**src/rtl/cdb_arbiter_pkg.sv**
```systemverilog
// Shared constants for the CDB arbiter: ROB id sizing, the reserved "no result"
// id and the number of broadcast channels.
package cdb_arbiter_pkg;

    localparam int ROB_W_DEF      = 5;
    localparam int ROB_INVALID_ID = 0;
    localparam int NUM_CDB        = 2;
    localparam int VALUE_W        = 32;

endpackage

```
**src/rtl/cdb_arbiter_rr_pick2.sv**
```systemverilog
// Combinational round-robin picker: starting at rr_ptr, selects the first two
// set bits of full_mask as one-hot grants for cdb0 and cdb1.
module cdb_arbiter_rr_pick2
    import cdb_arbiter_pkg::*;
#(
    parameter int N  = 4,
    parameter int PW = (N > 1) ? $clog2(N) : 1
) (
    input  logic [N-1:0]  full_mask,
    input  logic [PW-1:0] rr_ptr,
    output logic [N-1:0]  gnt0,
    output logic [N-1:0]  gnt1,
    output logic          vld0,
    output logic          vld1,
    output logic [PW-1:0] idx0,
    output logic [PW-1:0] idx1
);

    always_comb begin
        int j;
        int found;
        logic [PW-1:0] j_idx;
        gnt0  = '0;
        gnt1  = '0;
        vld0  = 1'b0;
        vld1  = 1'b0;
        idx0  = '0;
        idx1  = '0;
        found = 0;
        j     = 0;
        j_idx = '0;
        for (int k = 0; k < N; k++) begin
            j = int'(rr_ptr) + k;
            if (j >= N) j = j - N;
            j_idx = PW'(j);
            if (full_mask[j_idx] && found < NUM_CDB) begin
                if (found == 0) begin
                    vld0        = 1'b1;
                    idx0        = j_idx;
                    gnt0[j_idx] = 1'b1;
                end else begin
                    vld1        = 1'b1;
                    idx1        = j_idx;
                    gnt1[j_idx] = 1'b1;
                end
                found = found + 1;
            end
        end
    end

endmodule

```
**src/rtl/cdb_arbiter.sv**
```systemverilog
// Common-data-bus arbiter: one holding slot per producer, up to two slots
// broadcast per cycle in round-robin order on registered cdb0/cdb1 outputs.
module cdb_arbiter
    import cdb_arbiter_pkg::*;
#(
    parameter int NUM_REQ = 4,
    parameter int ROB_W   = ROB_W_DEF
) (
    input  logic                       clk_in,
    input  logic                       rst_in,
    input  logic                       flush_in,
    input  logic [NUM_REQ-1:0]         req_valid,
    input  logic [NUM_REQ*ROB_W-1:0]   req_rob_id,
    input  logic [NUM_REQ*VALUE_W-1:0] req_value,
    output logic [NUM_REQ-1:0]         req_ready,
    output logic [ROB_W-1:0]           cdb0_rob_id,
    output logic [VALUE_W-1:0]         cdb0_value,
    output logic [ROB_W-1:0]           cdb1_rob_id,
    output logic [VALUE_W-1:0]         cdb1_value,
    output logic                       busy_out
);

    localparam int PW = $clog2(NUM_REQ);

    logic [NUM_REQ-1:0] slot_full_q, slot_full_d;
    logic [ROB_W-1:0]   slot_id_q  [NUM_REQ];
    logic [ROB_W-1:0]   slot_id_d  [NUM_REQ];
    logic [VALUE_W-1:0] slot_val_q [NUM_REQ];
    logic [VALUE_W-1:0] slot_val_d [NUM_REQ];
    logic [PW-1:0]      rr_ptr_q, rr_ptr_d;
    logic [ROB_W-1:0]   cdb0_id_q, cdb0_id_d, cdb1_id_q, cdb1_id_d;
    logic [VALUE_W-1:0] cdb0_val_q, cdb0_val_d, cdb1_val_q, cdb1_val_d;

    logic [NUM_REQ-1:0] pick_mask, gnt0, gnt1, grant, accept;
    logic               gnt_vld0, gnt_vld1;
    logic [PW-1:0]      gnt_idx0, gnt_idx1;

    // Grants never look at req_valid, so ready -> valid -> ready cannot loop.
    assign pick_mask = slot_full_q & {NUM_REQ{~flush_in}};
    assign grant     = gnt0 | gnt1;
    assign req_ready = flush_in ? '0 : (~slot_full_q | grant);
    assign busy_out  = |slot_full_q;

    cdb_arbiter_rr_pick2 #(.N(NUM_REQ), .PW(PW)) u_pick (
        .full_mask (pick_mask),
        .rr_ptr    (rr_ptr_q),
        .gnt0      (gnt0),
        .gnt1      (gnt1),
        .vld0      (gnt_vld0),
        .vld1      (gnt_vld1),
        .idx0      (gnt_idx0),
        .idx1      (gnt_idx1)
    );

    function automatic logic [PW-1:0] next_ptr(input logic [PW-1:0] idx);
        return (int'(idx) == NUM_REQ - 1) ? '0 : idx + 1'b1;
    endfunction

    always_comb begin
        slot_full_d = slot_full_q;
        slot_id_d   = slot_id_q;
        slot_val_d  = slot_val_q;
        accept      = '0;
        for (int i = 0; i < NUM_REQ; i++) begin
            accept[i] = req_valid[i] && req_ready[i] &&
                        (req_rob_id[i*ROB_W +: ROB_W] != ROB_W'(ROB_INVALID_ID));
            if (flush_in) begin
                slot_full_d[i] = 1'b0;
            end else if (accept[i]) begin
                slot_full_d[i] = 1'b1;
                slot_id_d[i]   = req_rob_id[i*ROB_W +: ROB_W];
                slot_val_d[i]  = req_value[i*VALUE_W +: VALUE_W];
            end else if (grant[i]) begin
                slot_full_d[i] = 1'b0;
            end
        end
    end

    // Idle channels report id 0 but keep their last value.
    always_comb begin
        rr_ptr_d   = rr_ptr_q;
        cdb0_id_d  = '0;
        cdb1_id_d  = '0;
        cdb0_val_d = cdb0_val_q;
        cdb1_val_d = cdb1_val_q;
        if (gnt_vld0) begin
            cdb0_id_d  = slot_id_q[gnt_idx0];
            cdb0_val_d = slot_val_q[gnt_idx0];
            rr_ptr_d   = next_ptr(gnt_idx0);
        end
        if (gnt_vld1) begin
            cdb1_id_d  = slot_id_q[gnt_idx1];
            cdb1_val_d = slot_val_q[gnt_idx1];
            rr_ptr_d   = next_ptr(gnt_idx1);
        end
    end

    always_ff @(posedge clk_in or posedge rst_in) begin
        if (rst_in) begin
            slot_full_q <= '0;
            rr_ptr_q    <= '0;
            cdb0_id_q   <= '0;
            cdb1_id_q   <= '0;
            cdb0_val_q  <= '0;
            cdb1_val_q  <= '0;
            for (int i = 0; i < NUM_REQ; i++) begin
                slot_id_q[i]  <= '0;
                slot_val_q[i] <= '0;
            end
        end else begin
            slot_full_q <= slot_full_d;
            slot_id_q   <= slot_id_d;
            slot_val_q  <= slot_val_d;
            rr_ptr_q    <= rr_ptr_d;
            cdb0_id_q   <= cdb0_id_d;
            cdb1_id_q   <= cdb1_id_d;
            cdb0_val_q  <= cdb0_val_d;
            cdb1_val_q  <= cdb1_val_d;
        end
    end

    assign cdb0_rob_id = cdb0_id_q;
    assign cdb0_value  = cdb0_val_q;
    assign cdb1_rob_id = cdb1_id_q;
    assign cdb1_value  = cdb1_val_q;

    // Two ports completing the same ROB id means an upstream decode error.
    assert property (@(posedge clk_in) disable iff (rst_in)
        (gnt_vld0 && gnt_vld1) |-> (slot_id_q[gnt_idx0] != slot_id_q[gnt_idx1]));

endmodule

```
**config.mk**
```make
export PLATFORM = sky130hd
export DESIGN_NAME = cdb_arbiter
export DESIGN_NICKNAME = d
export VERILOG_FILES = /design/src/rtl/cdb_arbiter_pkg.sv /design/src/rtl/cdb_arbiter_rr_pick2.sv /design/src/rtl/cdb_arbiter.sv
export SDC_FILE = /design/constraint.sdc
export NUM_CORES = 1
export LEC_CHECK = 0
export CAP_MARGIN = 10
export CORE_MARGIN = 1.5
export CORE_UTILIZATION = 47
export CTS_CLUSTER_SIZE = 14
export DETAILED_ROUTE_END_ITERATION = 10
export PLACE_DENSITY_LB_ADDON = 0.25
export SLEW_MARGIN = 25
export SYNTH_ARGS = -nofsm -noshare
export SYNTH_HDL_FRONTEND = slang
export SYNTH_HIERARCHICAL = 1
export SYNTH_SLANG_ARGS = --single-unit
```
**constraint.sdc**
```tcl
create_clock -name clk_in -period 7.3 [get_ports clk_in]
set_input_delay 1.095 -clock clk_in [delete_from_list [all_inputs] [get_ports clk_in]]
set_output_delay 1.095 -clock clk_in [all_outputs]
set_load 0.005 [all_outputs]
```
# Word level (Yosys, flattened, before mapping)
# Cells that the tools add are included.
# word_totals
ff_bits	228
in_bits	155
output_inout_bits	79
# op_classes
addsub	11
n_lt_le_gt_ge	17
n_eq_ne	2
muxes	93
bitwise	12
reduce_logical	32
# op_table
operator	count
2-to-1 mux 32 bit	6
binary-select mux 32 bit (select 2 bit)	2
zero test 32 bit	3
less-than comparator 32 x 3 -> 1 bit, second input constant	2
2-to-1 mux 4 bit	14
2-to-1 mux 2 bit	21
2-to-1 mux 1 bit	34
adder 32 x 2 -> 32 bit, second input constant	1
2-to-1 mux 5 bit	6
OR 4 bit	7
binary-select mux 5 bit (select 2 bit)	2
nonzero test 5 bit	4
>= comparator 3 bit, second input constant	5
logical AND 1 bit	15
less-than comparator 2 x 3 -> 1 bit, second input constant	4
nonzero test 3 bit	4
binary-select mux 1 bit (select 2 bit)	4
demux 1 bit (select 2 bit)	4
>= comparator 2 x 1 -> 1 bit, second input constant	4
AND reduction 2 bit	4
subtractor 2 x 1 -> 2 bit, second input constant	4
adder 2 x 2 -> 3 bit, second input constant	2
inverter 2 -> 3 bit	2
adder 2 x 1 -> 2 bit, second input constant	2
10 further kinds	11

# Longest topological paths before layout
# depth
depth_word	23
mapped_depth	23
ltp_nobuf	15

# Hierarchy
# The synthesis kept the hierarchy.
# modules_own_cells
mod	n_inst	cells_each	area_per_inst_um2
cdb_arbiter	1	609	10547.6
cdb_arbiter_rr_pick2	1	99	823.3

# Worst setup path after synthesis
# OpenSTA, ideal clock, no wires.
# synth_path
path_kind	input to output
start	input port flush_in
end	output port req_ready[0]
arrival_time_ns	4.607
path_slack_ns	1.598
path_stages	17
n_path_buf	4
cell_sequence	buf_2 nor2b_1 mux4_2 clkbuf_1 ha_1 or2_2 o22a_2 buf_6 fa_1 nand2b_1 mux2i_4 and2_4 buf_6 a221o_1 nor2_1 and2_1 nor2_1
# synth_between
elab_chain_cells	17
# synth_lines
element	line	source
start: declaration	cdb_arbiter.sv:11	input logic flush_in,
inverter 1 bit (no line) *	n/a	
bitwise AND 4 bit *	cdb_arbiter.sv:39	assign pick_mask = slot_full_q & {NUM_REQ{~flush_in}};
named net pick_mask[3]	cdb_arbiter.sv:34	logic [NUM_REQ-1:0] pick_mask, gnt0, gnt1, grant, accept;
binary-select mux 1 bit (select 2 bit)	cdb_arbiter_rr_pick2.sv:36	if (full_mask[j_idx] && found < NUM_CDB) begin
2-to-1 mux 1 bit (not written as such)	cdb_arbiter_rr_pick2.sv:36	
2-to-1 mux 1 bit / 2-to-1 mux 4 bit (equally long branches)	cdb_arbiter_rr_pick2.sv:36	
less-than comparator 1 x 2 -> 1 bit, or another cell as far along	cdb_arbiter_rr_pick2.sv:36	
logical AND 1 bit / 2-to-1 mux 4 bit (equally long branches)	cdb_arbiter_rr_pick2.sv:36, cdb_arbiter_rr_pick2.sv:37	
(+3 left out)	n/a	
2-to-1 mux 32 bit / 2-to-1 mux 4 bit (equally long branches)	cdb_arbiter_rr_pick2.sv:36	
less-than comparator 32 x 3 -> 1 bit, or another cell as far along	cdb_arbiter_rr_pick2.sv:36	
logical AND 1 bit / 2-to-1 mux 4 bit (equally long branches)	cdb_arbiter_rr_pick2.sv:36, cdb_arbiter_rr_pick2.sv:37	
2-to-1 mux 4 bit *	cdb_arbiter_rr_pick2.sv:36	
named net gnt0[0]	cdb_arbiter.sv:34	
OR 4 bit *	cdb_arbiter.sv:40	assign grant = gnt0 | gnt1;
OR 4 bit *	cdb_arbiter.sv:41	assign req_ready = flush_in ? '0 : (~slot_full_q | grant);
2-to-1 mux 4 bit *	cdb_arbiter.sv:41	
end: declaration	cdb_arbiter.sv:15	output logic [NUM_REQ-1:0] req_ready,
# The timed path passes the listed nets; every way through them passes the cells marked *. The select of a mux whose other input is x is not followed.

# Worst setup path in the final report
# layout_path
start	input port flush_in
end	output port req_ready[1]
# layout_between
elab_chain_cells	17
# layout_lines
element	line
inverter 1 bit (no line) *	n/a
bitwise AND 4 bit *	cdb_arbiter.sv:39
named net pick_mask[3]	cdb_arbiter.sv:34
binary-select mux 1 bit (select 2 bit)	cdb_arbiter_rr_pick2.sv:36
2-to-1 mux 1 bit (not written as such)	cdb_arbiter_rr_pick2.sv:36
2-to-1 mux 1 bit	cdb_arbiter_rr_pick2.sv:36
less-than comparator 1 x 2 -> 1 bit / zero test 32 bit (equally long branches)	cdb_arbiter_rr_pick2.sv:36, cdb_arbiter_rr_pick2.sv:37
logical AND 1 bit / 2-to-1 mux 4 bit (equally long branches)	cdb_arbiter_rr_pick2.sv:36, cdb_arbiter_rr_pick2.sv:37
(+3 left out)	n/a
2-to-1 mux 32 bit / 2-to-1 mux 4 bit (equally long branches)	cdb_arbiter_rr_pick2.sv:36
less-than comparator 32 x 3 -> 1 bit, or another cell as far along	cdb_arbiter_rr_pick2.sv:36
logical AND 1 bit / 2-to-1 mux 4 bit (equally long branches)	cdb_arbiter_rr_pick2.sv:36, cdb_arbiter_rr_pick2.sv:37
2-to-1 mux 4 bit *	cdb_arbiter_rr_pick2.sv:36
named net gnt1[1]	cdb_arbiter.sv:34
OR 4 bit *	cdb_arbiter.sv:40
OR 4 bit *	cdb_arbiter.sv:41
2-to-1 mux 4 bit *	cdb_arbiter.sv:41
# Marked as above.

==> out/qor.csv <==
metric;value;unit
# DRC;0;
internal power;0.00497;W
area of the die;0.0251;mm2
wire length per cell;22.1;um
GRT Util Overall;23.1;%
CTS tree;built;
Pins Over Slew Limit;0;
min-delay worst type;flop to flop;
Worst-path clk slew;0.06;ns
Most used DFF post-synth;dfrtp_1;
Net Sw Power;0.00240;W
Lkg Pwr;6.04;nW
area leader, netlist;dfrtp_1;
1st-pass router iterations;4;
Root Buffer;clkbuf_16;
RePlAce Congestion;0.875;
clk sinks;228;
Yosys reg bits;228;
WHS;0.505;ns
hold buffer count at CTS;0;
number of global-route vias before repair;7581;
Arrival @ worst endpoint;5.75;ns
Hold Vio Cnt, Final;0;
ANT cells;0;
Slew HR;46.8;%
commonest non-fill, non-tap cell in the layout;clkdlybuf4s50_1;
DIE HEIGHT;159;um
Final period util;93.7;%
number of H-tree levels;1;
top-level I/O count;234;
post-synth cell types;45;
sequential share of the synthesized area;50.2;%
post_cts resized;0;
Layout area overhead;31.3;%
status;finished, final reports clean;
Clock Latency Late Sink;0.52;ns
Syn Nets;878;
Worst Setup Start Kind;primary input;
Vias/cell;5.55;
initial antenna violation count;1;
CP Capture Type;output port;
clock tree buffer depth;3;
Std-Cell Rows;56;
Final nets;1113;
Reg power frac;31.6;%
Die W;159;um
HPWL after DPL;18.6;mm
Post-DRT Antenna Nets;0;
switch share;32.5;%
Starting Density;48.2;%
Post-Syn Area per Cell;16.1;um2
clk_skew;0.0173;ns
Worst Setup Path Type;primary input to output port;
first-pass GRT wire length;43.3;mm
largest net degree at the start of global routing;133;
critical path peak fanout;9;
WL final;28.3;mm
Syn Inst Count;708;
maximum vdd drop;0.234;mV
post-synth top area share;50.2;%
Peak Freq;146;MHz
GRT overflow;0;
Post-Place Cell Area;0.0142;mm2
most frequent cells in the layout;clkdlybuf4s50_1 (233), dfrtp_1 (228), mux2_2 (159);
combinational power share;52.0;%
Num CTS Buffers;25;
via count of the routed design;7101;
worst path required time;6.20;ns
final instance area;0.0149;mm2
placed cells;1235;
RSZ-0062 raised after global routing;false;
share of cells above drive strength 1;38.1;%
Setup Total Neg Slack;0;ns
Max-cap violations;0;
Yosys warnings;6;
ys async rst share;100;%
mapped cell area;0.0114;mm2
minimum clock period;6.84;ns
P per Cell Area;494;mW/mm2
Clock Power Share;16.3;%
number of DRC markers in iteration 0;288;
Synth area leaders;dfrtp_1 (50%), mux2_2 (16%), mux4_2 (15%);
Worst-Margin Slew;0.796;ns
Post-CTS Setup Bufs;0;
Layout Cells excl Fill;1280;
core area;0.0236;mm2
final setup fails;0;
EDFF count, synth;0;
IO buf count;233;
## power groups by stage
stage	Combinational, W	Sequential, W	Clock (W)
after global placement	0.00383	0.00232	0
after detailed placement	0.00388	0.00235	0
after CTS	0.00390	0.00233	0.00123
final	0.00384	0.00233	0.00120
after global routing	0.00415	0.00241	0.00128
after floorplan	0.00266	0.00224	0
## stage by stage
stage / total power [W] / setup slack, ns / utilization, %
5_1_grt: 0.00784 / 0.240 / 63.2
4_1_cts: 0.00747 / 0.500 / 63.2
2_1_floorplan: 0.00490 / 1.60 / -
3_5_place_dp: 0.00623 / 0.509 / 59.9
6_report: 0.00737 / 0.456 / 63.2
3_3_place_gp: 0.00615 / 0.581 / 59.9
## final cells by class
cell class / instances / area (um2)
clock inverters: 10 / 82.6
flip-flops and latches: 228 / 5710
inverters: 10 / 41.3
well taps: 319 / 399
clock buffers: 35 / 693
repair buffers: 255 / 2620
multi-input cells: 423 / 5390
fillers: 1778 / 8680
## registers in the layout (all words and copies together) (netlist names)
name	cells
slot_full_q	4
slot_val_q	128
slot_id_q	20
cdb1_rob_id	5
cdb1_value	32
rr_ptr_q	2
cdb0_rob_id	5
cdb0_value	32
## Yosys cell counts, drive strengths merged, types with 10 or more instances
cell    number
mux2       213
and2        12
mux4        76
inv         10
clkbuf      16
ha          14
nor2        13
dfrtp      228
nand2       12
buf         31
o21ai       13
## logic make-up (layout without fill, tap and decap cells)
family                   count (synthesis)  in the layout  share of synthesized area (%)
AO/OA/AOI/OAI                           48             48                           3.22
AND/OR/NAND/NOR                         62             62                           2.98
multiplexers                           298            298                           38.9
flip-flops                             228            228                           50.2
adder cells (fa/ha/maj)                 15             15                           1.72
buffers and inverters                   57            310                           3.00
## metal layers
metal	part of all wire [%]	wire length, um	global-route usage (%)	up-vias
met5	0.056	16	0	-
met4	2.3	640	6.32	2
met3	8.6	2440	6.04	46
met2	47	13300	37.6	262
met1	42	11900	30.7	3614
li1	-	-	-	3177
## critical path, stage by stage
cell and delay [ns]:
clkdlybuf4s50_1 0.57, nor2b_1 0.16, mux4_2 0.51, ha_1 0.23, or2_2 0.29, o22a_2 0.32
fa_1 0.53, nand2b_1 0.15, mux2i_4 0.09, nor2_1 0.56, a221o_1 0.26, nor2_1 0.06
a21oi_1 0.34, clkdlybuf4s50_1 0.57
## worst paths after layout
path	startpoint	end	slack [ns]	cells past startpoint
worst max-delay path	flush_in	req_ready[1]	0.46	14
worst min-delay path	cdb1_value[11]	cdb1_value[11]	0.50	1
worst max register to register	rr_ptr_q[1]	slot_val_q[94]	1.63	16
worst min register to register	cdb1_value[11]	cdb1_value[11]	0.50	1
max in group asynchronous	rst_in	slot_val_q[57]	4.98	3
min in group asynchronous	rst_in	cdb0_value[1]	1.07	2
(Power assumes the default switching activity.)
==> edit 1 (same flow settings) <==
Change the package constant `VALUE_W` from 32 to 64.
--- a/src/rtl/cdb_arbiter_pkg.sv
+++ b/src/rtl/cdb_arbiter_pkg.sv
@@ -5,7 +5,7 @@
     localparam int ROB_W_DEF      = 5;
     localparam int ROB_INVALID_ID = 0;
     localparam int NUM_CDB        = 2;
-    localparam int VALUE_W        = 32;
+    localparam int VALUE_W        = 64;
 
 endpackage
 
Ports: changed (resized cdb0_value, cdb1_value and req_value); port bits go from 234 to 426. The function was not compared with the original's and may differ.
==> edit 1 against the original RTL <==
  * Worst hold slack lost 1.8 ps
  * Design area grew 83%
  * Power grew 94%
  * Non-clock buffer count grew 201
  * Maximum frequency shrank 2.1%
  * Worst setup slack lost 140 ps
  * Synthesized area grew 86%
  * Wire length grew 100%
  * Via count grew 77%
  * Sequential cell count grew 192
  * Utilization shrank 1.5 points
  * Largest power group unchanged
==> edit 1: results (changes against the original RTL) <==
outcome - completed
dpl hpwl - 37300 um (+100%)
max FFs per register - 256 (+100%)
Synth area leaders - dfrtp_1 (50%), mux2_4 (19%), mux4_2 (15%)
clock sink count - 420 (+84%)
R2R Path End - slot_val_q[26]
combinational power - 0.00744 W (+94%)
pre-CTS WS - 375 ps (-134 ps)
multi-input logic area - 9820 um2 (+82%)
Critical-path top delay cell - mux4_2
final WL - 57300 um (+100%)
clk_skew - 13.1 ps (-4.19 ps)
Synth Net Count - 1493 (+70%)
Placer Congestion - 0.816 (-6.8%)
Setup WS post-layout - 312 ps (-144 ps)
Clock Buffer Count - 76 (+120%)
Iter 0 DRT Violations - 848 (+190%)
worst slew pin tran - 978 ps (+182 ps)
first-pass GRT wire length - 87500 um (+100%)
leakage - 11.4 nW (+88%)
NonClk Buf Share - 17.1% (-0.51 points)
initial antenna violation count - 11 (+10)
register area share after synthesis - 49.8% (-0.40 points)
sw frac - 32.6% (about the same)
I/O Buffers - 425 (+82%)
Non-Clock Buffer Count - 456 (+79%)
worst-path maximum fanout - 11 (+2)
Filler cells - 3270 (+84%)
comb_multi_in - 677 (+60%)
Critical Path Sink - req_ready[0]
HP Start - cdb1_value[43]
Worst Hold End - cdb1_value[43]
Clock Network Area Fraction - 5.77% (+0.57 points)
GRT met1 Usage - 32.6% (+1.8 points)
P_clk - 0.00242 W (+100%)
Yosys cell types - 44 (-2.2%)
CP max stage delay - 630 ps (+60 ps)
clk_lat worst skew - 580 ps (+60 ps)
total CTS buffers - 48 (+92%)
wire length on met2 - 28200 um (+110%)
WL met1 - 23900 um (+100%)
[edit 1: cell count changes after synthesis, moves of 7 or more]
cell	delta
clkbuf_1	+17
mux4_2	+64
buf_6	-8
buf_2	+7
buf_12	+24
dfrtp_1	+192
mux2_2	-27
mux2_4	+218
[edit 1: kinds of logic (layout without fill, tap and decap cells)]
kind of cell	after synthesis	after routing	synth area share (%)
muxes	553	553	41.8
AOI/OAI and AO/OA	50	50	1.80
DFF	420	420	49.8
buffers and inverters	98	555	4.17
and+or+nand+nor	59	59	1.49
adders and majority gates	15	15	0.925
other	0	6	0
[edit 1: metrics by stage]
stage	hold slack (ps)	area (um2)	instances
6_report	503	27400	2250
3_3_place_gp	489	25800	2155
3_5_place_dp	494	25800	2155
4_1_cts	507	27300	2243
2_1_floorplan	494	21100	1195
5_1_grt	519	27400	2248
==> edit 2 (same settings) <==
Made on the original files. Make the reset (`rst_in`) synchronous in one clocked block.
--- a/src/rtl/cdb_arbiter.sv
+++ b/src/rtl/cdb_arbiter.sv
@@ -95,7 +95,7 @@
         end
     end
 
-    always_ff @(posedge clk_in or posedge rst_in) begin
+    always_ff @(posedge clk_in) begin
         if (rst_in) begin
             slot_full_q <= '0;
             rr_ptr_q    <= '0;
Function: differs if rst_in is asserted again (counterexample within 4 cycles, from zero or initial values and one cycle with rst_in high); with rst_in held inactive, the same outputs for 4 cycles.
==> edit 2 against the original RTL <==
  * Worst setup slack better by 81 ps
  * Synthesized area is 8.2% higher
  * Design area is 4.1% higher
  * Wire length is 8.4% higher
  * Highest routed layer is now met4
  * Critical path type is now reg -> out
  * Count of clock-buffer cells in the layout stayed put
  * Sequential cell count stayed put
Power is not compared: it rests on default switching activity, and its combinational part moved more than twofold at a synthesized area within 25%.
==> edit 2: results (changes against the original RTL) <==
FFs w/ async S/R, synth - 0% (-100 points)
multi-input logic area - 7170 um2 (+33%)
Synth Flop Type - dfxtp_1
Yosys cell types - 49 (+8.9%)
WL met1 - 13600 um (+15%)
DRT Pass-1 Iters - 5 (+1)
Placer Congestion - 0.858 (-2.0%)
outcome - completed
clk_skew - 17.8 ps (+0.566 ps)
GRT Util Overall - 22.6% (-0.43 points)
post-synthesis mux area share - 32.2% (-6.7 points)
met3 Track Usage GR - 3.57% (-2.5 points)
# placed instances - 1607 (+30%)
dpl hpwl - 19700 um (+6.4%)
Filler cells - 2165 (+22%)
vias in the first global route - 8816 (+16%)
Area after DPL - 14700 um2 (+3.7%)
wire length on met2 - 14800 um (+11%)
CP max stage delay - 650 ps (+80 ps)
WL/cell - 18.6 um (-16%)
Critical Path Sink - req_ready[0]
syn avg cell area - 11.1 um2 (-31%)
Crit Path Class - reg -> out
hold path depth - 2 (+1)
worst slew pin tran - 1020 ps (+223 ps)
HP Start - slot_val_q[97]
max frequency - 148 MHz (+1.2%)
worst-path maximum fanout - 21 (+12)
crit path DAT - 5670 ps (-80 ps)
final WL - 30700 um (+8.4%)
Synth Net Count - 1282 (+46%)
synth cell count leaders - nand2b_1 (289), dfxtp_1 (228), mux2i_1 (214), nor2_1 (83), mux4_2 (76)
Synth Area in Adders - 1.59% (-0.13 points)
GRT met1 Usage - 29.2% (-1.5 points)
hold slack - 483 ps (-21.5 ps)
Iter 0 DRT Violations - 575 (+100%)
pre-CTS WS - 570 ps (+60.7 ps)
wire length on met3 - 1650 um (-32%)
reg-to-reg critical path startpoint - rr_ptr_q[0]
R2R Path End - slot_val_q[120]
compound-gate portion of the synthesized area - 3.09% (-0.13 points)
total CTS buffers - 26 (+4.0%)
register area share after synthesis - 37.1% (-13 points)
FF-to-FF path depth - 15 (-1)
GR met2 Demand/Resource - 39.5% (+2.0 points)
DR vias - 8714 (+23%)
I/O Buffers - 233 (unchanged)
top-count cell post-synth - nand2b_1
Worst Hold End - slot_val_q[97]
largest net degree at the start of global routing - 185 (+39%)
highest routing layer actually used - met4
initial antenna violation count - 2 (+1)
Layout Nets - 1470 (+32%)
[edit 2: changes by cell type after synthesis, moves of 54 or more]
cell	change
nand2b_1	+286
dfrtp_1	-228
dfxtp_1	+228
mux2i_1	+208
mux2_2	-154
nor2_1	+70
mux2_4	-54
[edit 2: power by group through the flow]
stage          clock network (W)  logic [W]  registers, W
2_1_floorplan                  0   0.000755       0.00138
3_3_place_gp                   0    0.00106       0.00140
3_5_place_dp                   0    0.00107       0.00141
4_1_cts                  0.00133    0.00107       0.00138
5_1_grt                  0.00139    0.00113       0.00139
6_report                 0.00130    0.00105       0.00138
[edit 2: timing repair]
| item | CTS | global route |
|---|---|---|
| setup endpoints to repair | 0 | 4 |
| gates resized for setup | 0 | 1 |
| endpoints found under the hold margin | 0 | 0 |
| buffers inserted | 0 | 0 |
[edit 2: final cells by class]
type                       count  area share (%)
tap                          335            2.70
timing repair buffer         249            16.1
inverter                       6           0.145
clock inverter                 9           0.652
clock buffer                  35            4.86
sequential                   228            29.4
multi-input combinational    789            46.1
antenna                        3          0.0483
